### config.mk
export PLATFORM = sky130hd
export DESIGN_NAME = bcd_time_display
export DESIGN_NICKNAME = d
export VERILOG_FILES = /design/src/rtl/bcd_time_display.sv
export SDC_FILE = /design/constraint.sdc
export NUM_CORES = 1
export LEC_CHECK = 0
export CAP_MARGIN = 20
export CORE_ASPECT_RATIO = 0.75
export CORE_UTILIZATION = 59
export DETAILED_ROUTE_END_ITERATION = 12
export PLACE_DENSITY = 0.82
export SLEW_MARGIN = 10
export SYNTH_ARGS = -nofsm -noshare
export SYNTH_HDL_FRONTEND = slang
export SYNTH_SLANG_ARGS = --single-unit
### constraint.sdc
create_clock -name CLK -period 3.4 [get_ports CLK]
set_input_delay 0.68 -clock CLK [delete_from_list [all_inputs] [get_ports CLK]]
set_output_delay 0.68 -clock CLK [all_outputs]
set_load 0.01 [all_outputs]
### src/rtl/bcd_time_display.sv
// bcd_time_display: scans a packed-BCD hh:mm:ss word onto a six-digit multiplexed 7-segment display.
// Ports: CLK clock; reset active-low sync; data packed BCD time (hour tens at [23:20] .. second units at [3:0]);
//        en scan enable (0 blanks and freezes); blank_lz blank a zero hour-tens digit;
//        an active-low anodes (0 = second units); seg active-low {g..a}; dp active-low decimal point;
//        frame_done one-cycle pulse at each frame wrap.
module bcd_time_display #(
   parameter int REFRESH_DIV  = 100000,
   parameter int BLINK_FRAMES = 250
) (
   input  logic        CLK,
   input  logic        reset,
   input  logic [23:0] data,
   input  logic        en,
   input  logic        blank_lz,
   output logic [5:0]  an,
   output logic [6:0]  seg,
   output logic        dp,
   output logic        frame_done
);
   localparam int TW = REFRESH_DIV > 1 ? $clog2(REFRESH_DIV) : 1;
   localparam int BW = BLINK_FRAMES > 1 ? $clog2(BLINK_FRAMES) : 1;
   logic [TW-1:0] tick;
   logic [BW-1:0] blink;
   logic [2:0]    idx;
   logic [23:0]   snap;
   logic          first, phase;
   logic [3:0]    nib;
   logic [6:0]    seg_d;
   logic          tick_end, wrap, blink_end, lz;
   always_comb begin
      nib = snap[{idx, 2'b00} +: 4];
      case (nib)
         4'd0:    seg_d = 7'b1000000;
         4'd1:    seg_d = 7'b1111001;
         4'd2:    seg_d = 7'b0100100;
         4'd3:    seg_d = 7'b0110000;
         4'd4:    seg_d = 7'b0011001;
         4'd5:    seg_d = 7'b0010010;
         4'd6:    seg_d = 7'b0000010;
         4'd7:    seg_d = 7'b1111000;
         4'd8:    seg_d = 7'b0000000;
         4'd9:    seg_d = 7'b0010000;
         default: seg_d = 7'b0111111;
      endcase
      tick_end  = tick == TW'(REFRESH_DIV - 1);
      wrap      = tick_end && idx == 3'd5;
      blink_end = blink == BW'(BLINK_FRAMES - 1);
      lz        = blank_lz && idx == 3'd5 && snap[23:20] == 4'd0;
   end
   always_ff @(posedge CLK) begin
      if (!reset) begin
         tick       <= '0;
         idx        <= '0;
         snap       <= '0;
         first      <= 1'b1;
         blink      <= '0;
         phase      <= 1'b1;
         an         <= '1;
         seg        <= '1;
         dp         <= 1'b1;
         frame_done <= 1'b0;
      end else if (en) begin
         tick  <= tick_end ? '0 : tick + 1'b1;
         if (tick_end) idx <= idx == 3'd5 ? 3'd0 : idx + 3'd1;
         // first enabled edge after reset fills the snapshot so the first frame is not all zeros
         if (first || wrap) snap <= data;
         first <= 1'b0;
         if (wrap) begin
            blink <= blink_end ? '0 : blink + 1'b1;
            if (blink_end) phase <= ~phase;
         end
         an         <= lz ? '1 : ~(6'b1 << idx);
         seg        <= lz ? '1 : seg_d;
         dp         <= !(phase && (idx == 3'd2 || idx == 3'd4));
         frame_done <= wrap;
      end else begin
         an         <= '1;
         seg        <= '1;
         dp         <= 1'b1;
         frame_done <= 1'b0;
      end
   end
endmodule
Word-level counts from Yosys, hierarchy flattened:

Memories as Yosys holds them, arrays and structs flattened. A register that Yosys moved wholly into a read port is not among the register bits.
Cells that the tools add are included.

* reductions and logical operators: 14
* mux-type cells: 3
* divide/modulo/power cells: 0
* add/subtract/negate cells: 3
* $mul: 0
* shift-type cells: 2
* equality and inequality tests: 5
* bitwise operators: 4
* order comparisons: 0

Operators with widths (number)
* 24-bit by 6-bit indexed part select with 4-bit output: 1
* 17-bit by 1-bit adder with 17-bit output, second input constant: 1
* 17-bit == test, second input constant: 1
* 17-bit two-way mux: 1
* 8-bit by 1-bit adder with 8-bit output, second input constant: 1
* 8-bit == test, second input constant: 1
* 8-bit two-way mux: 1
* 2-bit AND reduction: 4
* 3-bit == test, second input constant: 2
* 6-bit inverter: 1
* 1-bit by 3-bit left shift with 6-bit output, first input constant: 1
* 1-bit logical AND: 4
* 4-bit logical NOT: 1
* 3-bit by 1-bit adder with 3-bit output, second input constant: 1
* 3-bit by 2-bit == test with 1-bit output, second input constant: 1
* 3-bit two-way mux: 1
* 1-bit inverter: 3
* 3-bit AND reduction: 1
* 3-bit OR reduction: 1
* 1-bit logical OR: 2
* 1-bit logical NOT: 1

* output and inout bits: 15
* RAM bits: 0
* register bits after elaboration: 62
* latch bits: 0
* ROM bits: 112
* memories kept: 1

Memories
* (no name shown): depth 16, bits a word 7, read ports 1, clocked after Yosys merged registers in 1, wr ports 0, line 32 `case (nib)`

Logic depth before layout (Yosys ltp):

Gate-level depths: netlist of the first run.

* depth in word-level cells: 4
* mapped depth: 9

Least setup slack after synthesis of the first run:

Ideal clock, no wire load.

* kind: input -> register
* start: input en
* end: register tick[10]
* path buffers: 3
* data required time: 3.283 ns
* data arrival time: 2.143 ns
* stages on the path: 8
* library setup time: 0.117 ns
* slack: 1.140 ns
* path through: buf_2 -> and3_1 -> nand3_1 -> nor4_4 -> nand2b_1 -> buf_2 -> buf_2 -> nor2_1

RTL lines
* from (decl): line 13 `input logic en,`
* to (signal assigned): line 63 `tick <= tick_end ? '0 : tick + 1'b1;`
* to (decl): line 22 `logic [TW-1:0] tick;`

Final worst setup path of the first run:

* start: input en
* end: register blink[7]

* word-level cells in the longest chain between the ends: 1

Ends and longest elaborated chain
* 2-bit AND reduction (no line)
* to (signal assigned): line 69 `blink <= blink_end ? '0 : blink + 1'b1;`
* to (decl): line 23 `logic [BW-1:0] blink;`

No other way between the ends.
A chain may end at the register's enable or synchronous reset.

==> results of run 1 <==
metal layers:
metal	global-route usage, %	wire length [um]	up-vias
met1	33.9	3160	1224
met4	9.38	91	0
met5	0	0	-
li1	-	-	1339
met2	39.6	2830	63
met3	8.04	370	13
Yosys cell counts, drive strengths merged, types with 2 or more instances:
cell type and instances:
xnor2 12, mux2i 13, nor2 29, or4 6
a21boi 8, nor2b 2, nor3 9, nand2 38
a32oi 4, and3 6, and2 6, o221ai 2
xor2 6, a21oi 4, ha 9, inv 12
clkbuf 9, nand3 34, or3 6, mux2 4
nand2b 4, a31oi 4, nand4 7, dfxtp 69
nor4 4, o21ai 35, buf 13
kinds of logic after synthesis:
family / count (synthesis)
simple gates: 156
buf+inv: 34
compound gates: 61
fa+ha+maj: 9
flops: 69
xor+xnor: 18
mux: 17
report_power, final:
part / internal [mW] / total, mW / switching, mW / leakage, nW
Clock: 0.253 / 0.529 / 0.276 / 0.0788
Sequential: 0.836 / 0.851 / 0.0155 / 0.562
Combinational: 0.0712 / 0.143 / 0.0720 / 0.686
Total: 1.16 / 1.52 / 0.364 / 1.33
stage by stage:
stage	power [mW]	cells	setup WS [ps]
after floorplan	0.947	364	1140
after global placement	1.01	460	564
after detailed placement	1.01	460	461
after CTS	1.54	474	827
after global routing	1.59	474	603
final	1.52	474	824
cell usage in the layout, fill, tap and decap left out, types with 6 or more instances in the layout:
cell type / instances
or3_1: 6
xnor2_1: 12
and3_1: 6
mux2i_1: 13
inv_1: 12
o21ai_1: 20
nand2_1: 38
nand3_1: 33
nor2_1: 28
xor2_1: 6
nor3_1: 8
clkbuf_8: 9
ha_1: 9
o21ai_0: 15
dfxtp_1: 69
and2_1: 6
nand4_1: 7
clkdlybuf4s50_1: 41
worst max-delay path: cells and delay by family:
| kind | cells | cell delay, ps |
|---|---|---|
| buffers and inverters | 1 | 680 |
| and+or+nand+nor | 4 | 1330 |
| AOI/OAI and AO/OA | 1 | 160 |
area by class of cell:
type | instances | area [um2]
repair buffers | 46 | 445
clock inverters | 3 | 15.0
inverters | 12 | 45.0
clock buffers | 11 | 131
fillers | 389 | 1270
multi-input cells | 261 | 1660
flip-flops and latches | 69 | 1380
well taps | 72 | 90.1
worst max path at each step:
stage | slack [ps] | cells after the start | endpoint
after global routing | 600 | 6 | blink[7]$_SDFFE_PN0P_
final | 820 | 6 | blink[7]$_SDFFE_PN0P_
after floorplan | 1140 | 8 | tick[10]$_SDFFE_PN0P_
after detailed placement | 460 | 6 | blink[7]$_SDFFE_PN0P_
after global placement | 560 | 6 | blink[4]$_SDFFE_PN0P_
after CTS | 830 | 6 | blink[7]$_SDFFE_PN0P_
registers in the layout, indices dropped and copies added, names as in the netlist:
| signal | flops |
|---|---|
| seg | 7 |
| idx | 3 |
| blink | 8 |
| tick | 17 |
| snap | 24 |
| frame_done | 1 |
| an | 6 |
| dp | 1 |
| phase | 1 |
| first | 1 |
==> qor.txt, run 1 <==
Post-synth ARST share: 0%
Total number of vias: 2639
Largest net degree at the start of global routing: 49
Syn_nets: 401
Slowest cell on crit path: clkdlybuf4s50_1
GRT Residual Overflow: 0
VDD IR max: 0.256 mV
Setup TNS: 0 ps
Slew HR: 28.8%
Crit. End Element: flip-flop
Hold Crit Class: flip-flop to flip-flop
CP max stage delay: 680 ps
Clock latency on the worst-skew pair: 340 ps
Yosys top cell by area: dfxtp_1
Die ar.: 0.00567 mm2
Post-synth EDFFs: 0
IO buf count: 42
Antenna-violating nets left: 0
Power density over cell area: 405 mW/mm2
WL/cell: 13.6 um
Top cell type's share of synthesized area: 43.6%
Min Hold Slack: 462 ps
Unrepaired setup endpoints after global routing: no
Die X: 86.6 um
# IOs: 43
PostCTS Resize Cnt: 0
Simple-gate area share of the yosys netlist: 26.3%
Compound-Gate Fraction of Synth Area: 11.6%
Leak Pwr: 1.33 nW
Hold Path Depth: 2
Post-synthesis sequential area ratio: 43.6%
Flops & latches, synth: 69
Area Overhead vs Synth: 18.9%
Hold_buf cts: 0
Initial DRC count: 123
Status: finished clean
Floorplan row count: 22
Top cells by area, synth: dfxtp_1, nand3_1, nand2_1
Final setup violating endpoints: 0
Clk slew on worst S/H paths: 70 ps
Pre-antenna DRT Iters: 4
CTS tree: built
Reg-to-reg critical path endpoint: seg[2]$_SDFF_PP1_
Post-CTS setup repair buffer count: 0
Crit path kind: primary input to flip-flop
Hold_sp: snap[4]$_SDFFE_PN0P_
GPL Wtd Cong: 0.815
Tmin final: 2580 ps
HPWL Detailed: 4650 um
Final Core Density: 74.7%
Placeable Area: 0.00504 mm2
Adder-cell share of the synthesized area: 3.56%
Gate count after technology mapping: 364
Die height: 65.4 um
Placement Cell Area: 0.00362 mm2
Vias in the first global route: 2434
Drt total wl: 6440 um
Worst Skew: 7.38 ps
Mux cell area share after synthesis: 5.53%
Largest family of logic cells by synthesized area: simple AND/OR/NAND/NOR gates
Worst-Margin Slew: 1070 ps
Antenna violations before repair: 0
H-tree depth: 3
YS warnings: 0
Worst reg2reg setup slack: 870 ps
Fmax: 0.388 GHz
Cts bufs inserted: 9
Initial Util: 62.8%
Cell depth of the worst flop-to-flop path: 8
Fin. Hold Viols: 0
Post-route cell area: 0.00376 mm2
DR vias/cell: 5.57
Hold Path End: snap[4]$_SDFFE_PN0P_
Fraction of layout instances using a drive strength above 1: 7.71%
Clk root buf: clkbuf_8
Critical Path, Cell by Cell: clkdlybuf4s50_1 -> nand4_1 -> nor3_4 -> nand3_4 -> or4_1 -> a21boi_1
Maxcap violations: 0
Max Fanout on Critical Path: 18
CP startpoint: en
ANT cells: 0
Drt drc: 0
Mean Syn Cell Area: 8.70 um2
Post-synthesis xor/xnor area fraction: 4.98%
Area of the mapped netlist: 0.00317 mm2
Period utilisation layout: 75.8%
Max clock buf depth: 2
First-pass GRT wire length: 11100 um
Setup crit start kind: primary input
CP required: 3670 ps
GRT Total Usage: 25.7%
Fin nets: 436
Reg-to-Reg Start: idx[1]$_SDFFE_PN0P_
Clock Sink Count: 69
CP arrival: 2850 ps
Count of different cell masters after synthesis: 44
Max Slew Vio Count: 0
Ys flop type: dfxtp_1
(Power assumes the default switching activity.)
==> run 2, diff against run 1 <==
--- a/config.mk
+++ b/config.mk
@@ -7,9 +7,9 @@
 export LEC_CHECK = 0
 export CAP_MARGIN = 20
 export CORE_ASPECT_RATIO = 0.75
-export CORE_UTILIZATION = 59
+export CORE_UTILIZATION = 49
 export DETAILED_ROUTE_END_ITERATION = 12
-export PLACE_DENSITY = 0.82
+export PLACE_DENSITY = 0.72
 export SLEW_MARGIN = 10
 export SYNTH_ARGS = -nofsm -noshare
 export SYNTH_HDL_FRONTEND = slang
==> constraint.sdc (replaced) <==
create_clock -name CLK -period 2.2 [get_ports CLK]
set_input_delay 0.44 -clock CLK [delete_from_list [all_inputs] [get_ports CLK]]
set_output_delay 0.44 -clock CLK [all_outputs]
set_load 0.01 [all_outputs]
==> qor.txt, run 2 (synthesis gave the netlist of run 1 again) <==
Fillers: 526 (+35%)
Setup WS post-layout: 126 ps (-697 ps)
Antenna-violating nets left: 0 (unchanged)
Largest net degree at the start of global routing: 60 (+22%)
Max FFs per register: 24 (unchanged)
GRT Residual Overflow: 0 (unchanged)
Largest Register: snap
Final setup violating endpoints: 0 (unchanged)
Setup TNS: 0 ps (unchanged)
Final Core Density: 66.7% (-8.0 points)
Worst reg2reg setup slack: 190 ps (-680 ps)
Clk root buf: clkbuf_8
Hold_buf cts: 0 (unchanged)
Crit. End Element: flip-flop
Total number of vias: 2629 (-0.38%)
Reg-to-reg critical path endpoint: blink[4]$_SDFFE_PN0P_
Die height: 71.6 um (+9.4%)
Setup crit start kind: primary input
Dpl cells: 481 (+4.6%)
Post-CTS setup repair buffer count: 0 (unchanged)
GPL Wtd Cong: 0.839 (+3.0%)
Total power draw: 2.75 mW (+81%)
Clock Sink Count: 69 (unchanged)
Antenna violations before repair: 0 (unchanged)
Initial Util: 52.7% (-10 points)
DR vias/cell: 5.29 (-5.0%)
Cell depth of the worst flop-to-flop path: 5 (-3)
Fmax: 0.482 GHz
Initial DRC count: 138 (+12%)
Drt total wl: 6630 um (+2.9%)
Pre-antenna DRT Iters: 4 (unchanged)
CTS tree: built
HPWL Detailed: 4710 um (+1.4%)
# IOs: 43 (unchanged)
CP required: 2470 ps (-1200 ps)
IO buf count: 42 (unchanged)
H-tree depth: 3 (unchanged)
Min Hold Slack: 445 ps (-16.7 ps)
Crit path kind: primary input to flip-flop
Fraction of layout instances using a drive strength above 1: 12.2% (+4.5 points)
Slew HR: 32.1% (+3.3 points)
Sequential Area: 0.00138 mm2 (about the same)
Max clock buf depth: 2 (unchanged)
Cts bufs inserted: 9 (unchanged)
Clock latency on the worst-skew pair: 340 ps (about the same)
Reg-to-Reg Start: tick[11]$_SDFFE_PN0P_
Power density over cell area: 688 mW/mm2 (+70%)
Vias in the first global route: 2429 (-0.21%)
Status: finished clean
Fin nets: 451 (+3.4%)
Post-route cell area: 0.00401 mm2 (+6.4%)
Area Overhead vs Synth: 26.6%
Tmin final: 2070 ps
ANT cells: 0 (unchanged)
Max Slew Vio Count: 0 (unchanged)
CP arrival: 2340 ps (-510 ps)
Worst Skew: 6.03 ps (-1.35 ps)
First-pass GRT wire length: 11200 um (+0.75%)
Cell Count, Final, Fillers Out: 497 (+4.9%)
Die ar.: 0.00679 mm2 (+20%)
WL/cell: 13.3 um (-1.9%)
CP startpoint: en
Leak Pwr: 1.45 nW (+9.4%)
Maxcap violations: 0 (unchanged)
Die X: 94.8 um (+9.5%)
Placement Cell Area: 0.00375 mm2 (+3.7%)
Largest regs: snap (24), tick (17), blink (8)
Worst-Margin Slew: 1020 ps (-49.3 ps)
Drt drc: 0 (unchanged)
Most frequent cells in the layout: dfxtp_1, clkdlybuf4s50_1, nand2_1
Max Fanout on Critical Path: 17 (-1)
VDD IR max: 0.397 mV (+55%)
Setup crit end: blink[4]$_SDFFE_PN0P_
Placeable Area: 0.00601 mm2 (+19%)
Area occupied by multi-input gates: 0.00167 mm2 (+0.68%)
Clk slew on worst S/H paths: 70 ps (about the same)
GRT Total Usage: 21.5% (-4.1 points)
Floorplan row count: 24 (+9.1%)
Hold Crit Class: primary input to flip-flop
Commonest non-fill, non-tap cell in the layout: dfxtp_1
PostCTS Resize Cnt: 0 (unchanged)
Pre-CTS WS: -220 ps (-681 ps)
Period utilisation layout: 94.3%
Fin. Hold Viols: 0 (unchanged)
-- run 2: metal layers --
layer	vias up	part of all wire (%)	global-route usage [%]
met2	58	45	31.5
met3	8	4.1	7.32
met5	-	0	0
li1	1373	-	-
met1	1190	50	29.8
met4	0	1.2	6.90
-- run 2: layout make-up --
cell class,count,area share (%)
multi-input cells,261,41.6
flip-flops and latches,69,34.5
well taps,78,2.44
clock inverters,3,1.62
inverters,12,1.12
repair buffers,61,14.2
clock buffers,13,4.47
-- run 2: worst max-delay path: stages --
cell and delay [ps]:
clkdlybuf4s50_1 490, nand4_1 180, nor3_4 330, nand3_4 220, or4_1 540, a21boi_1 150
-- run 2: how the worst min path moves through the flow --
stage,from,depth (start not counted),to,slack (ps)
global placement,snap[0]$_SDFFE_PN0P_,2,snap[0]$_SDFFE_PN0P_,440
finish,reset,2,idx[2]$_SDFFE_PN0P_,440
detailed placement,snap[4]$_SDFFE_PN0P_,2,snap[4]$_SDFFE_PN0P_,450
CTS,reset,2,idx[2]$_SDFFE_PN0P_,430
global route,reset,2,idx[2]$_SDFFE_PN0P_,430
floorplan,snap[11]$_SDFFE_PN0P_,2,snap[11]$_SDFFE_PN0P_,430
-- run 2: where the power goes --
group | internal (mW) | total, mW | switching, mW
combinational | 0.119 | 0.229 | 0.111
sequential | 1.29 | 1.31 | 0.0234
clock | 0.760 | 1.21 | 0.450
==> run 3, diff against run 2 <==
--- a/config.mk
+++ b/config.mk
@@ -10,7 +10,7 @@
 export CORE_UTILIZATION = 49
 export DETAILED_ROUTE_END_ITERATION = 12
 export PLACE_DENSITY = 0.72
-export SLEW_MARGIN = 10
+export SLEW_MARGIN = 15
 export SYNTH_ARGS = -nofsm -noshare
 export SYNTH_HDL_FRONTEND = slang
 export SYNTH_SLANG_ARGS = --single-unit
==> results of run 3 <==
Same layout as run 2: the final DEF is identical, and so are final timing and power.
